==> src/rtl/mult_div_seq_unit.sv <==
// Iterative radix-2 multiply/divide unit with a one-entry result cache.
// Multiply uses shift-add and divide uses restoring steps, both on the magnitudes of the operands.
module mult_div_seq_unit #(
  parameter int PARALLELISM  = 32,
  parameter int OPCODE_WIDTH = 3,
  parameter int CACHE_EN     = 1
) (
  input  logic                    clk,
  input  logic                    rst,
  input  logic                    in_valid,
  output logic                    in_ready,
  input  logic [OPCODE_WIDTH-1:0] opCode,
  input  logic [PARALLELISM-1:0]  operand0,
  input  logic [PARALLELISM-1:0]  operand1,
  input  logic                    flush,
  output logic                    out_valid,
  input  logic                    out_ready,
  output logic [PARALLELISM-1:0]  result,
  output logic                    div_by_zero,
  output logic                    overflow_div,
  output logic                    overflow_mult,
  output logic                    cache_hit,
  output logic                    busy
);
  localparam int W  = PARALLELISM;
  localparam int CW = $clog2(W);
  localparam logic [CW-1:0] CNT_LAST = CW'(W - 1);
  localparam logic [W-1:0]  MIN_VAL  = {1'b1, {(W-1){1'b0}}};

  typedef enum logic [2:0] {S_IDLE, S_SPECIAL, S_PREP, S_CALC, S_FIX, S_DONE} state_t;

  function automatic logic [2:0] op_class(input logic [2:0] op);
    case (op)
      3'b000, 3'b001: op_class = 3'd0;
      3'b010:         op_class = 3'd1;
      3'b011:         op_class = 3'd2;
      3'b100, 3'b110: op_class = 3'd4;
      default:        op_class = 3'd5;
    endcase
  endfunction

  function automatic logic op0_signed(input logic [2:0] op);
    return !(op[0] && (op[1] || op[2]));
  endfunction

  function automatic logic op1_signed(input logic [2:0] op);
    return op[2] ? !op[0] : !op[1];
  endfunction

  function automatic logic [W-1:0] neg_w(input logic n, input logic [W-1:0] x);
    return n ? (~x + 1'b1) : x;
  endfunction

  function automatic logic [2*W-1:0] neg_2w(input logic n, input logic [2*W-1:0] x);
    return n ? (~x + 1'b1) : x;
  endfunction

  // Signed classes: high word must equal sign-extension of the low word.
  function automatic logic mult_ovf(input logic [2:0] op, input logic [2*W-1:0] full);
    if (op == 3'b011) return |full[2*W-1:W];
    return full[2*W-1:W] != {W{full[W-1]}};
  endfunction

  // Full results are held as {high/remainder, low/quotient}.
  function automatic logic [W-1:0] sel_word(input logic [2:0] op, input logic [2*W-1:0] full);
    if (op == 3'b000 || op == 3'b100 || op == 3'b101) return full[W-1:0];
    return full[2*W-1:W];
  endfunction

  state_t         state_q, state_d;
  logic [CW-1:0]  cnt_q, cnt_d;
  logic           fix_ph_q, fix_ph_d;
  logic [2:0]     op_q, op_d;
  logic [W-1:0]   a_q, a_d, b_q, b_d, dvsr_q, dvsr_d;
  logic [2*W-1:0] acc_q, acc_d, res_q, res_d;
  logic           neg_lo_q, neg_lo_d, neg_hi_q, neg_hi_d;
  logic           dz_q, dz_d, ovd_q, ovd_d, ovm_q, ovm_d, hit_q, hit_d;
  logic           cache_vld_q, cache_vld_d, cache_ovm_q, cache_ovm_d;
  logic [2:0]     cache_cls_q, cache_cls_d;
  logic [W-1:0]   cache_a_q, cache_a_d, cache_b_q, cache_b_d;
  logic [2*W-1:0] cache_res_q, cache_res_d;
  logic           in_ready_q, in_ready_d, out_valid_q, out_valid_d, busy_q, busy_d;
  logic [W-1:0]   result_q, result_d;
  logic           div_by_zero_q, div_by_zero_d, overflow_div_q, overflow_div_d;
  logic           overflow_mult_q, overflow_mult_d, cache_hit_q, cache_hit_d;

  logic [W:0]     mul_sum, rem_sh, rem_diff;
  logic           rem_ge, s0, s1, in_div0, in_ovfd, in_hit;
  logic [2*W-1:0] fix_full;

  assign mul_sum  = {1'b0, acc_q[2*W-1:W]} + (acc_q[0] ? {1'b0, dvsr_q} : '0);
  assign rem_sh   = {acc_q[2*W-1:W], acc_q[W-1]};
  assign rem_diff = rem_sh - {1'b0, dvsr_q};
  assign rem_ge   = rem_sh >= {1'b0, dvsr_q};
  assign s0       = op0_signed(op_q) && a_q[W-1];
  assign s1       = op1_signed(op_q) && b_q[W-1];
  assign fix_full = op_q[2] ? {neg_w(neg_hi_q, acc_q[2*W-1:W]), neg_w(neg_lo_q, acc_q[W-1:0])}
                            : neg_2w(neg_lo_q, acc_q);
  assign in_div0  = opCode[2] && (operand0 == '0);
  assign in_ovfd  = (opCode == 3'b100 || opCode == 3'b110) && operand1 == MIN_VAL && operand0 == '1;
  assign in_hit   = (CACHE_EN != 0) && cache_vld_q && cache_cls_q == op_class(opCode)
                    && cache_a_q == operand0 && cache_b_q == operand1;

  always_comb begin
    state_d = state_q;  cnt_d = cnt_q;  fix_ph_d = fix_ph_q;
    op_d = op_q;  a_d = a_q;  b_d = b_q;  dvsr_d = dvsr_q;  acc_d = acc_q;  res_d = res_q;
    neg_lo_d = neg_lo_q;  neg_hi_d = neg_hi_q;
    dz_d = dz_q;  ovd_d = ovd_q;  ovm_d = ovm_q;  hit_d = hit_q;
    cache_vld_d = cache_vld_q;  cache_cls_d = cache_cls_q;  cache_a_d = cache_a_q;
    cache_b_d = cache_b_q;  cache_res_d = cache_res_q;  cache_ovm_d = cache_ovm_q;
    result_d = result_q;  div_by_zero_d = div_by_zero_q;  overflow_div_d = overflow_div_q;
    overflow_mult_d = overflow_mult_q;  cache_hit_d = cache_hit_q;
    if (state_q != S_IDLE && flush) begin
      state_d = S_IDLE;
    end else begin
      case (state_q)
        S_IDLE: if (in_valid) begin
          op_d = opCode;  a_d = operand0;  b_d = operand1;
          dz_d = 1'b0;  ovd_d = 1'b0;  ovm_d = 1'b0;  hit_d = 1'b0;
          state_d = S_SPECIAL;
          if (in_div0) begin
            res_d = {operand1, {W{1'b1}}};  dz_d = 1'b1;
          end else if (in_ovfd) begin
            res_d = {{W{1'b0}}, MIN_VAL};  ovd_d = 1'b1;
          end else if (in_hit) begin
            res_d = cache_res_q;  ovm_d = cache_ovm_q;  hit_d = 1'b1;
          end else begin
            state_d = S_PREP;
          end
        end
        S_SPECIAL: state_d = S_DONE;
        S_PREP: begin
          dvsr_d   = neg_w(s0, a_q);
          acc_d    = {{W{1'b0}}, neg_w(s1, b_q)};
          neg_lo_d = s0 ^ s1;
          neg_hi_d = op_q[2] ? s1 : (s0 ^ s1);
          cnt_d    = '0;
          state_d  = S_CALC;
        end
        S_CALC: begin
          if (op_q[2]) acc_d = {rem_ge ? rem_diff[W-1:0] : rem_sh[W-1:0], acc_q[W-2:0], rem_ge};
          else         acc_d = {mul_sum, acc_q[W-1:1]};
          cnt_d = cnt_q + 1'b1;
          if (cnt_q == CNT_LAST) begin
            fix_ph_d = 1'b0;
            state_d  = S_FIX;
          end
        end
        // Sign fix-up is registered first; the cache is written from the registered result.
        S_FIX: if (!fix_ph_q) begin
          res_d    = fix_full;
          ovm_d    = op_q[2] ? 1'b0 : mult_ovf(op_q, fix_full);
          fix_ph_d = 1'b1;
        end else begin
          cache_vld_d = 1'b1;  cache_cls_d = op_class(op_q);  cache_a_d = a_q;
          cache_b_d = b_q;  cache_res_d = res_q;  cache_ovm_d = ovm_q;
          state_d = S_DONE;
        end
        S_DONE: if (out_ready) state_d = S_IDLE;
        default: state_d = S_IDLE;
      endcase
    end
    if (state_d == S_DONE && state_q != S_DONE) begin
      result_d = sel_word(op_q, res_q);  div_by_zero_d = dz_q;  overflow_div_d = ovd_q;
      overflow_mult_d = ovm_q;  cache_hit_d = hit_q;
    end
    in_ready_d  = (state_d == S_IDLE);
    busy_d      = !in_ready_d;
    out_valid_d = (state_d == S_DONE);
  end

  always_ff @(posedge clk) begin
    if (rst) begin
      state_q <= S_IDLE;  cnt_q <= '0;  fix_ph_q <= 1'b0;  cache_vld_q <= 1'b0;
      in_ready_q <= 1'b1;  out_valid_q <= 1'b0;  busy_q <= 1'b0;  result_q <= '0;
      div_by_zero_q <= 1'b0;  overflow_div_q <= 1'b0;  overflow_mult_q <= 1'b0;  cache_hit_q <= 1'b0;
    end else begin
      state_q <= state_d;  cnt_q <= cnt_d;  fix_ph_q <= fix_ph_d;  cache_vld_q <= cache_vld_d;
      in_ready_q <= in_ready_d;  out_valid_q <= out_valid_d;  busy_q <= busy_d;  result_q <= result_d;
      div_by_zero_q <= div_by_zero_d;  overflow_div_q <= overflow_div_d;
      overflow_mult_q <= overflow_mult_d;  cache_hit_q <= cache_hit_d;
    end
  end

  always_ff @(posedge clk) begin
    op_q <= op_d;  a_q <= a_d;  b_q <= b_d;  dvsr_q <= dvsr_d;  acc_q <= acc_d;  res_q <= res_d;
    neg_lo_q <= neg_lo_d;  neg_hi_q <= neg_hi_d;
    dz_q <= dz_d;  ovd_q <= ovd_d;  ovm_q <= ovm_d;  hit_q <= hit_d;
    cache_cls_q <= cache_cls_d;  cache_a_q <= cache_a_d;  cache_b_q <= cache_b_d;
    cache_res_q <= cache_res_d;  cache_ovm_q <= cache_ovm_d;
  end

  assign in_ready      = in_ready_q;
  assign out_valid     = out_valid_q;
  assign busy          = busy_q;
  assign result        = result_q;
  assign div_by_zero   = div_by_zero_q;
  assign overflow_div  = overflow_div_q;
  assign overflow_mult = overflow_mult_q;
  assign cache_hit     = cache_hit_q;
endmodule

==> config.mk <==
export PLATFORM = sky130hd
export DESIGN_NAME = mult_div_seq_unit
export DESIGN_NICKNAME = d
export VERILOG_FILES = /design/src/rtl/mult_div_seq_unit.sv
export SDC_FILE = /design/constraint.sdc
export NUM_CORES = 1
export LEC_CHECK = 0
export ABC_CLOCK_PERIOD_IN_PS = 10600
export CORE_AREA = 3 3 315 162
export CTS_CLUSTER_SIZE = 24
export DETAILED_ROUTE_END_ITERATION = 7
export DIE_AREA = 0 0 318 165
export PLACE_DENSITY = 0.7
export RECOVER_POWER = 100
export SLEW_MARGIN = 20
export SYNTH_ARGS = -nofsm -noshare
export SYNTH_HDL_FRONTEND = slang
export SYNTH_SLANG_ARGS = --single-unit
==> constraint.sdc <==
create_clock -name clk -period 10.6 [get_ports clk]
set_input_delay 1.06 -clock clk [delete_from_list [all_inputs] [get_ports clk]]
set_output_delay 1.06 -clock clk [all_outputs]
set_load 0.1 [all_outputs]
# Yosys cells after proc, flatten, opt, wreduce, memory -nomap -nowiden
# Cells that the tools add are included.
# word_totals
word_cells	167
regBits	414
out_inout_bits	39
# classes
bitwise_logic	7
addsub	8
order_cmp	1
n_eq_ne	29
n_mux	52
reduce_logical	41
# op_table
op	count
64-bit two-way mux	8
32-bit two-way mux	8
64-bit one-hot mux with 2 select lines	2
32-bit by 1-bit adder with 32-bit output (second input constant)	4
32-bit NOT	4
64-bit by 1-bit adder with 64-bit output (second input constant)	1
32-bit equality test	2
32-bit equality test (second input constant)	2
64-bit NOT	1
32-bit by 32-bit adder with 33-bit output	1
33-bit by 32-bit greater-or-equal comparator with 1-bit output	1
32-bit logical NOT	1
32-bit inequality test	1
32-bit OR reduction	1
32-bit subtractor	1
3-bit equality test (second input constant)	8
3-bit one-hot mux with 4 select lines	2
1-bit two-way mux	20
3-bit by 2-bit equality test with 1-bit output (second input constant)	6
3-bit one-hot mux with 6 select lines	1
3-bit two-way mux	5
3-bit logical NOT	4
1-bit logical AND	11
5-bit one-hot mux with 2 select lines	1
20 further kinds	42

# Logic depth before layout (Yosys ltp)
# Gate-level depths: netlist of the first run.
# depth
depth_word	17
mapped_depth	15
depth_no_buf	14

# Worst setup path before layout of the first run
# No wires, ideal clock.
# synth_path
path_kind	in2reg
start	in flush
end	reg cache_a_q[0], enable pin
setup_slack_ns	-0.919
setup_time_ns	0.817
arrival_ns	10.702
stages	1
n_path_buf	0
required_time_ns	9.783
path_cell_list	nor3b_1
# synth_between
elab_chain_cells	3
# synth_rtl
element	line_no	source
start: declaration	15	input logic flush,
1-bit logical AND	113	if (state_q != S_IDLE && flush) begin
1-bit NOT (no line)	-	
3-bit AND reduction (no line)	-	
end signal: assignment	189	cache_cls_q <= cache_cls_d; cache_a_q <= cache_a_d; cache_b_q <= cache_b_d;
end: declaration	80	logic [W-1:0] cache_a_q, cache_a_d, cache_b_q, cache_b_d;
# Every way passes these cells.
# A chain may end at the register's enable or synchronous reset.

# Worst setup path in the final report of the first run
# layout_path
start	in opCode[2]
end	reg res_q[43], data pin
# layout_between
elab_chain_cells	8
elab_cells_between_ends	10
# layout_rtl
element	line_no	source
start: declaration	12	input logic [OPCODE_WIDTH-1:0] opCode,
3-bit equality test	100	assign in_ovfd = (opCode == 3'b100 || opCode == 3'b110) && operand1 == MIN_VAL && operand0 == '1;
1-bit logical OR	100	
1-bit logical AND (2 in a row)	100	
64-bit two-way mux	123	end else if (in_ovfd) begin
64-bit two-way mux (*)	121	if (in_div0) begin
64-bit two-way mux (*)	117	S_IDLE: if (in_valid) begin
64-bit one-hot mux with 2 select lines (*)	116	case (state_q)
end signal: assignment	186	op_q <= op_d; a_q <= a_d; b_q <= b_d; dvsr_q <= dvsr_d; acc_q <= acc_d; res_q <= res_d;
end: declaration	75	logic [2*W-1:0] acc_q, acc_d, res_q, res_d;
# Every way passes the cells marked *; elsewhere a longest branch is shown, timed or not. The select of a mux whose other input is x is not followed.

==> flow_metrics.tcl, run 1 <==
set metrics [dict create \
    synthArstFlopShare_pct 0 \
    drtIter0Drc 2851 \
    drc 0 \
    die_h_microns 165 \
    first_pass_iters 6 \
    final_cells 3085 \
    initial_core_util_pct 50.0 \
    syn_inst 2346 \
    critPathKind "in2reg" \
    portBuffers 110 \
    slew_violations 730 \
    cts_hold_buffers 0 \
    cts_tree "yes" \
    antenna_found_initial 3 \
    hp-class "reg2reg" \
    fmax_ghz 0.129 \
    io_pins 111 \
    grt_pass1_vias 18400 \
    num_rows 57 \
    vdd_drop_max_mv 0.123 \
    grt_start_max_net_pins 98 \
    end_kind "flip-flop" \
    yosysWarnings 0 \
    cts_root_buf "clkbuf_16" \
    failed_checks "capacitance limit, slew limit" \
    worst-path-max-fanout 97 \
    rsz0062_at_grt "no" \
    ys_seq_elements 414 \
    worstPathArrival_ns 7.97 \
    dp_hpwl_microns 55500 \
    status "complete, but fails checks" \
    clock_latency_ns 0.56 \
    cap_violations 14 \
    netlist_area_sq_mm 0.0241 \
    die_x_microns 318 \
    vias 19900 \
    cts_made_buffers 39 \
    max_slew_margin_pct -204 \
    fin_skew_ns 0.0195 \
    overflow 0 \
    yosysSeqAreaShare_pct 49.5 \
    cts_setup_buffers 0 \
    fin_nets 2547 \
    holdWs_ns 0.449 \
    avgRoutedWirePerCell_microns 24.9 \
    synth_ff_type "edfxtp_1" \
    clockBufferDepth 3 \
    cts.sinks 414 \
    power.density_mw_per_mm2 159 \
    tightest_slew_ns 4.57 \
    synth_enable_flop_cells 365 \
    core_sq_mm 0.0483 \
    syn_nets 2490 \
    setup_viol 0 \
    placed_cells 3010 \
    drtAntennaViolNets 0 \
    area_delta_synth_final_pct 11.5 \
    fin_crit_sh_pct 73.1 \
    most-common-layout-cells "365 x edfxtp_1, 262 x nor2_1, 168 x a21oi_1" \
    wl_microns 76900 \
    ys_types 82 \
    avgSynthCellArea_sq_um 10.3 \
    routed_via_density 6.46 \
    fin_crit_ns 7.74 \
    cp_data_required_time_ns 10.83 \
    fillers 4133 \
    power_leakage_uw 0.00952 \
    ctsHtreeMaxLevel 2 \
    hold_violations 0 \
    cts_repair_resize_count 0 \
    final_common_cell "edfxtp_1" \
    finalSetupTns_ns 0 \
    start_kind "input port" \
    reg2reg_slack_ns 4.03 \
    grt_pass1_wl_microns 115000 \
    final_layout_size_suffix_gt1_share_pct 5.18 \
    routabilityCongestion 1.03 \
    clk_pin_slew_worst_paths_ns 0.06 \
    die_area_sq_mm 0.0525 \
    track_usage_pct 28.4 \
]
## path summary, 6_finish.rpt
path         cells after the start              end  startpoint
max reg2reg                      6     cache_a_q[8]  state_q[0]
min                              0  cache_res_q[19]   res_q[19]
min reg2reg                      0  cache_res_q[19]   res_q[19]
max                              8        res_q[43]   opCode[2]
## critical path, cell delays in order
cell and delay, ns:
dlygate4sd3_1 0.81, nor4b_1 0.33, nand4_1 0.21, nor3_4 0.38, clkbuf_1 3.16, nor2_1 0.84, a211oi_1 0.90, a21oi_1 0.21
## Yosys cell counts (all sizes together) (16+ instances only)
cell type / instances / share of area, %
buf: 25 / 0.66
nor3: 52 / 1.2
nor4: 59 / 1.6
or4: 21 / 0.67
a21oi: 169 / 3.5
o31ai: 30 / 0.93
dfxtp: 49 / 4.1
ha: 70 / 3.6
or3: 16 / 0.41
nand2b: 19 / 0.49
clkbuf: 92 / 1.4
nand3: 36 / 0.75
o21ai: 136 / 2.8
nand4: 45 / 1.2
xor2: 88 / 3.2
mux2i: 75 / 3.1
and2: 16 / 0.41
a21o: 23 / 0.72
a211oi: 75 / 3.0
nand2: 161 / 2.5
nor2: 262 / 4.1
inv: 91 / 1.4
o211ai: 40 / 1.2
xnor2: 120 / 4.4
edfxtp: 365 / 45
## layer usage
metal	routed length, microns	track usage [%]	vias up	share of wire [%]
li1	-	-	8919	-
met1	32800	41.2	9664	43
met2	32500	41.7	1146	42
met3	8670	6.36	192	11
met4	2870	10.5	2	3.7
met5	12	0	-	0.016
## state kept, by name, summed over array words and instances, names as in the netlist, 5 cells and up
register / flops
cnt_q: 5
b_q: 32
res_q: 64
acc_q: 64
cache_a_q: 32
dvsr_q: 32
result: 32
cache_b_q: 32
cache_res_q: 64
a_q: 32
## cells by family (layout without fill, tap and decap cells)
group,after synthesis,in the layout,share of synthesized area [%]
fa+ha+maj,72,72,3.80
xor+xnor,208,208,7.55
compound gates,603,603,16.7
other cells,0,2,0
simple gates,758,758,15.5
mux,83,83,3.49
buf+inv,208,296,3.51
flops,414,414,49.5
## power by group
part | switching [uW] | internal, uW
Combinational | 528 | 285
Sequential | 103 | 1880
Clock | 667 | 797
Total | 1300 | 2960
## per-stage QoR
| step | instance area, sq um | setup slack, ns | power, uW | utilization (%) |
|---|---|---|---|---|
| floorplan | 24100 | 2.64 | 2540 | - |
| global placement | 25800 | 5.33 | 2800 | 53.3 |
| detailed placement | 25800 | 5.29 | 2810 | 53.3 |
| CTS | 27000 | 5.86 | 4260 | 56.0 |
| global route | 26900 | 2.83 | 4410 | 55.7 |
| finish | 26900 | 2.86 | 4260 | 55.7 |
## cell type report
cell class	instances	area, sq um	share of cell area, %
flip-flops and latches	414	11900	44.4
multi-input cells	1724	11300	42.0
repair buffers	133	1220	4.54
clock buffers	47	1060	3.94
well taps	649	812	3.02
inverters	91	342	1.27
clock inverters	25	229	0.852
diodes	2	5.00	0.0186
Note: power is estimated with default switching activity, not from simulation.
==> run 2: changes to the inputs <==
--- a/config.mk
+++ b/config.mk
@@ -5,7 +5,7 @@
 export SDC_FILE = /design/constraint.sdc
 export NUM_CORES = 1
 export LEC_CHECK = 0
-export ABC_CLOCK_PERIOD_IN_PS = 10600
+export ABC_CLOCK_PERIOD_IN_PS = 6400
 export CORE_AREA = 3 3 315 162
 export CTS_CLUSTER_SIZE = 24
 export DETAILED_ROUTE_END_ITERATION = 7
==> constraint.sdc (replaced) <==
create_clock -name clk -period 6.4 [get_ports clk]
set_input_delay 0.64 -clock clk [delete_from_list [all_inputs] [get_ports clk]]
set_output_delay 0.64 -clock clk [all_outputs]
set_load 0.1 [all_outputs]
==> flow_metrics.tcl, run 2 (same netlist as run 1, synthesis figures left out) <==
set metrics [dict create \
    status "complete, but fails checks" \
    failed_checks "capacitance limit, slew limit" \
    cts_setup_buffers 0 \
    grt_pass1_vias 18200 \
    crit_buf_inv 2 \
    rsz0062_at_grt "no" \
    cp_data_required_time_ns 6.63 \
    max_stage_delay_ns 1.63 \
    cts_repair_resize_count 0 \
    diodes 0 \
    overflow 0 \
    max_slew_margin_pct -197 \
    first_pass_iters 6 \
    crit_path_end "res_q[50]" \
    cp_top_family "buffers and inverters" \
    reg2reg_from "state_q[0]" \
    drtAntennaViolNets 0 \
    vias 19500 \
    hp-class "reg2reg" \
    r2r-end "res_q[14]" \
    avgRoutedWirePerCell_microns 24.6 \
    grt_pass1_wl_microns 114000 \
    fmax_ghz 0.191 \
    slew_violations 580 \
    crit_cells 8 \
    drc 0 \
    intPower_uw 4900 \
    crit_start "opCode[2]" \
    ctsHtreeMaxLevel 2 \
    num_rows 57 \
    io_pins 111 \
    routabilityCongestion 1.02 \
    worstPathCellList "dlygate4sd3_1, nor4b_1, nand4_1, nor3_1, clkbuf_2, nor2_1, a21oi_1, o21ai_0" \
    fin_crit_ns 5.23 \
    cts.sinks 414 \
    setup_viol 0 \
    drtIter0Drc 2829 \
    whs_path_depth 0 \
    cts_root_buf "clkbuf_16" \
    fin_nets 2547 \
    vdd_drop_max_mv 0.185 \
    portBuffers 110 \
    worst-path-max-fanout 98 \
    cts_hold_buffers 0 \
    cap_violations 9 \
    die_x_microns 318 \
    wl_microns 75900 \
    seqPwrFrac_pct 46.3 \
    fin_skew_ns 0.0231 \
    antenna_found_initial 4 \
    power_leakage_uw 0.00953 \
    die_area_sq_mm 0.0525 \
    fin_util_pct 55.7 \
    hold_violations 0 \
    initial_core_util_pct 50.0 \
    netSwitchingFraction_pct 30.9 \
    tightest_slew_ns 4.45 \
    power.density_mw_per_mm2 264 \
    cts_made_buffers 39 \
    dp_hpwl_microns 55000 \
    area_delta_synth_final_pct 11.6 \
    track_usage_pct 28.3 \
    worst_path_max_delay_cell "clkbuf_2" \
    critPathKind "in2reg" \
    most-common-layout-cells "365 x edfxtp_1, 261 x nor2_1, 168 x a21oi_1" \
    power_switching_uw 2190 \
    largestRegisters "acc_q (64), cache_res_q (64), res_q (64)" \
    clock_latency_ns 0.57 \
    clk_pin_slew_worst_paths_ns 0.07 \
    die_h_microns 165 \
    combPwrFrac_pct 19.3 \
    worstPathArrival_ns 5.46 \
    clkPwrFrac_pct 34.4 \
    start_kind "input port" \
    power_uw 7090 \
    end_kind "flip-flop" \
    reg2reg_slack_ns 1.33 \
    final_common_cell "edfxtp_1" \
    finalSetupTns_ns 0 \
    clockBufferDepth 3 \
    routed_via_density 6.33 \
    final_layout_size_suffix_gt1_share_pct 5.38 \
    core_sq_mm 0.0483 \
    fin_crit_sh_pct 81.7 \
    reg2regPathDepth 6 \
    cts_tree "yes" \
    grt_start_max_net_pins 99 \
]
## run 2: changes by cell type in the layout (fill, tap and decap cells not counted), moves of 3 or more
cell / delta
clkbuf_1: -9
clkbuf_2: +4
clkinv_1: +4
clkinv_2: -4
clkinv_4: +3
## run 2: power by group through the flow
stage | registers (uW) | logic (uW) | clock network [uW]
finish | 3290 | 1370 | 2440
global route | 3300 | 1470 | 2560
global placement | 3330 | 1340 | 0
detailed placement | 3330 | 1350 | 0
CTS | 3270 | 1360 | 2450
floorplan | 3330 | 883 | 0
## run 2: how the worst min path moves through the flow
stage | endpoint | from
floorplan | cache_res_q[32] | res_q[32]
global placement | cache_res_q[26] | res_q[26]
detailed placement | cache_res_q[0] | res_q[0]
CTS | cache_res_q[25] | res_q[25]
global route | cache_res_q[24] | res_q[24]
finish | cache_res_q[25] | res_q[25]
## run 2: cell type report
type,instances,area [sq um]
multi-input cells,1724,11300
clock inverters,31,317
well taps,649,812
inverters,91,342
flip-flops and latches,414,11900
clock buffers,41,993
repair buffers,133,1230
fillers,4098,21400
## run 2: metrics by stage
step / cells / area (sq um) / hold WS [ns] / setup slack, ns
after floorplan: 2346 / 24100 / 0.426 / 0.544
after global placement: 3010 / 25800 / 0.428 / 1.54
after CTS: 3082 / 27100 / 0.450 / 1.79
after detailed placement: 3010 / 25800 / 0.435 / 1.52
final: 3083 / 26900 / 0.451 / 1.17
after global routing: 3083 / 26900 / 0.457 / 0.942
## run 2: metal layers
layer | track usage, % | wire [microns] | part of all wire [%]
met1 | 40.9 | 32700 | 43
met2 | 41.8 | 32100 | 42
met3 | 6.61 | 8270 | 11
met4 | 9.35 | 2770 | 3.6
met5 | 0 | 37 | 0.049
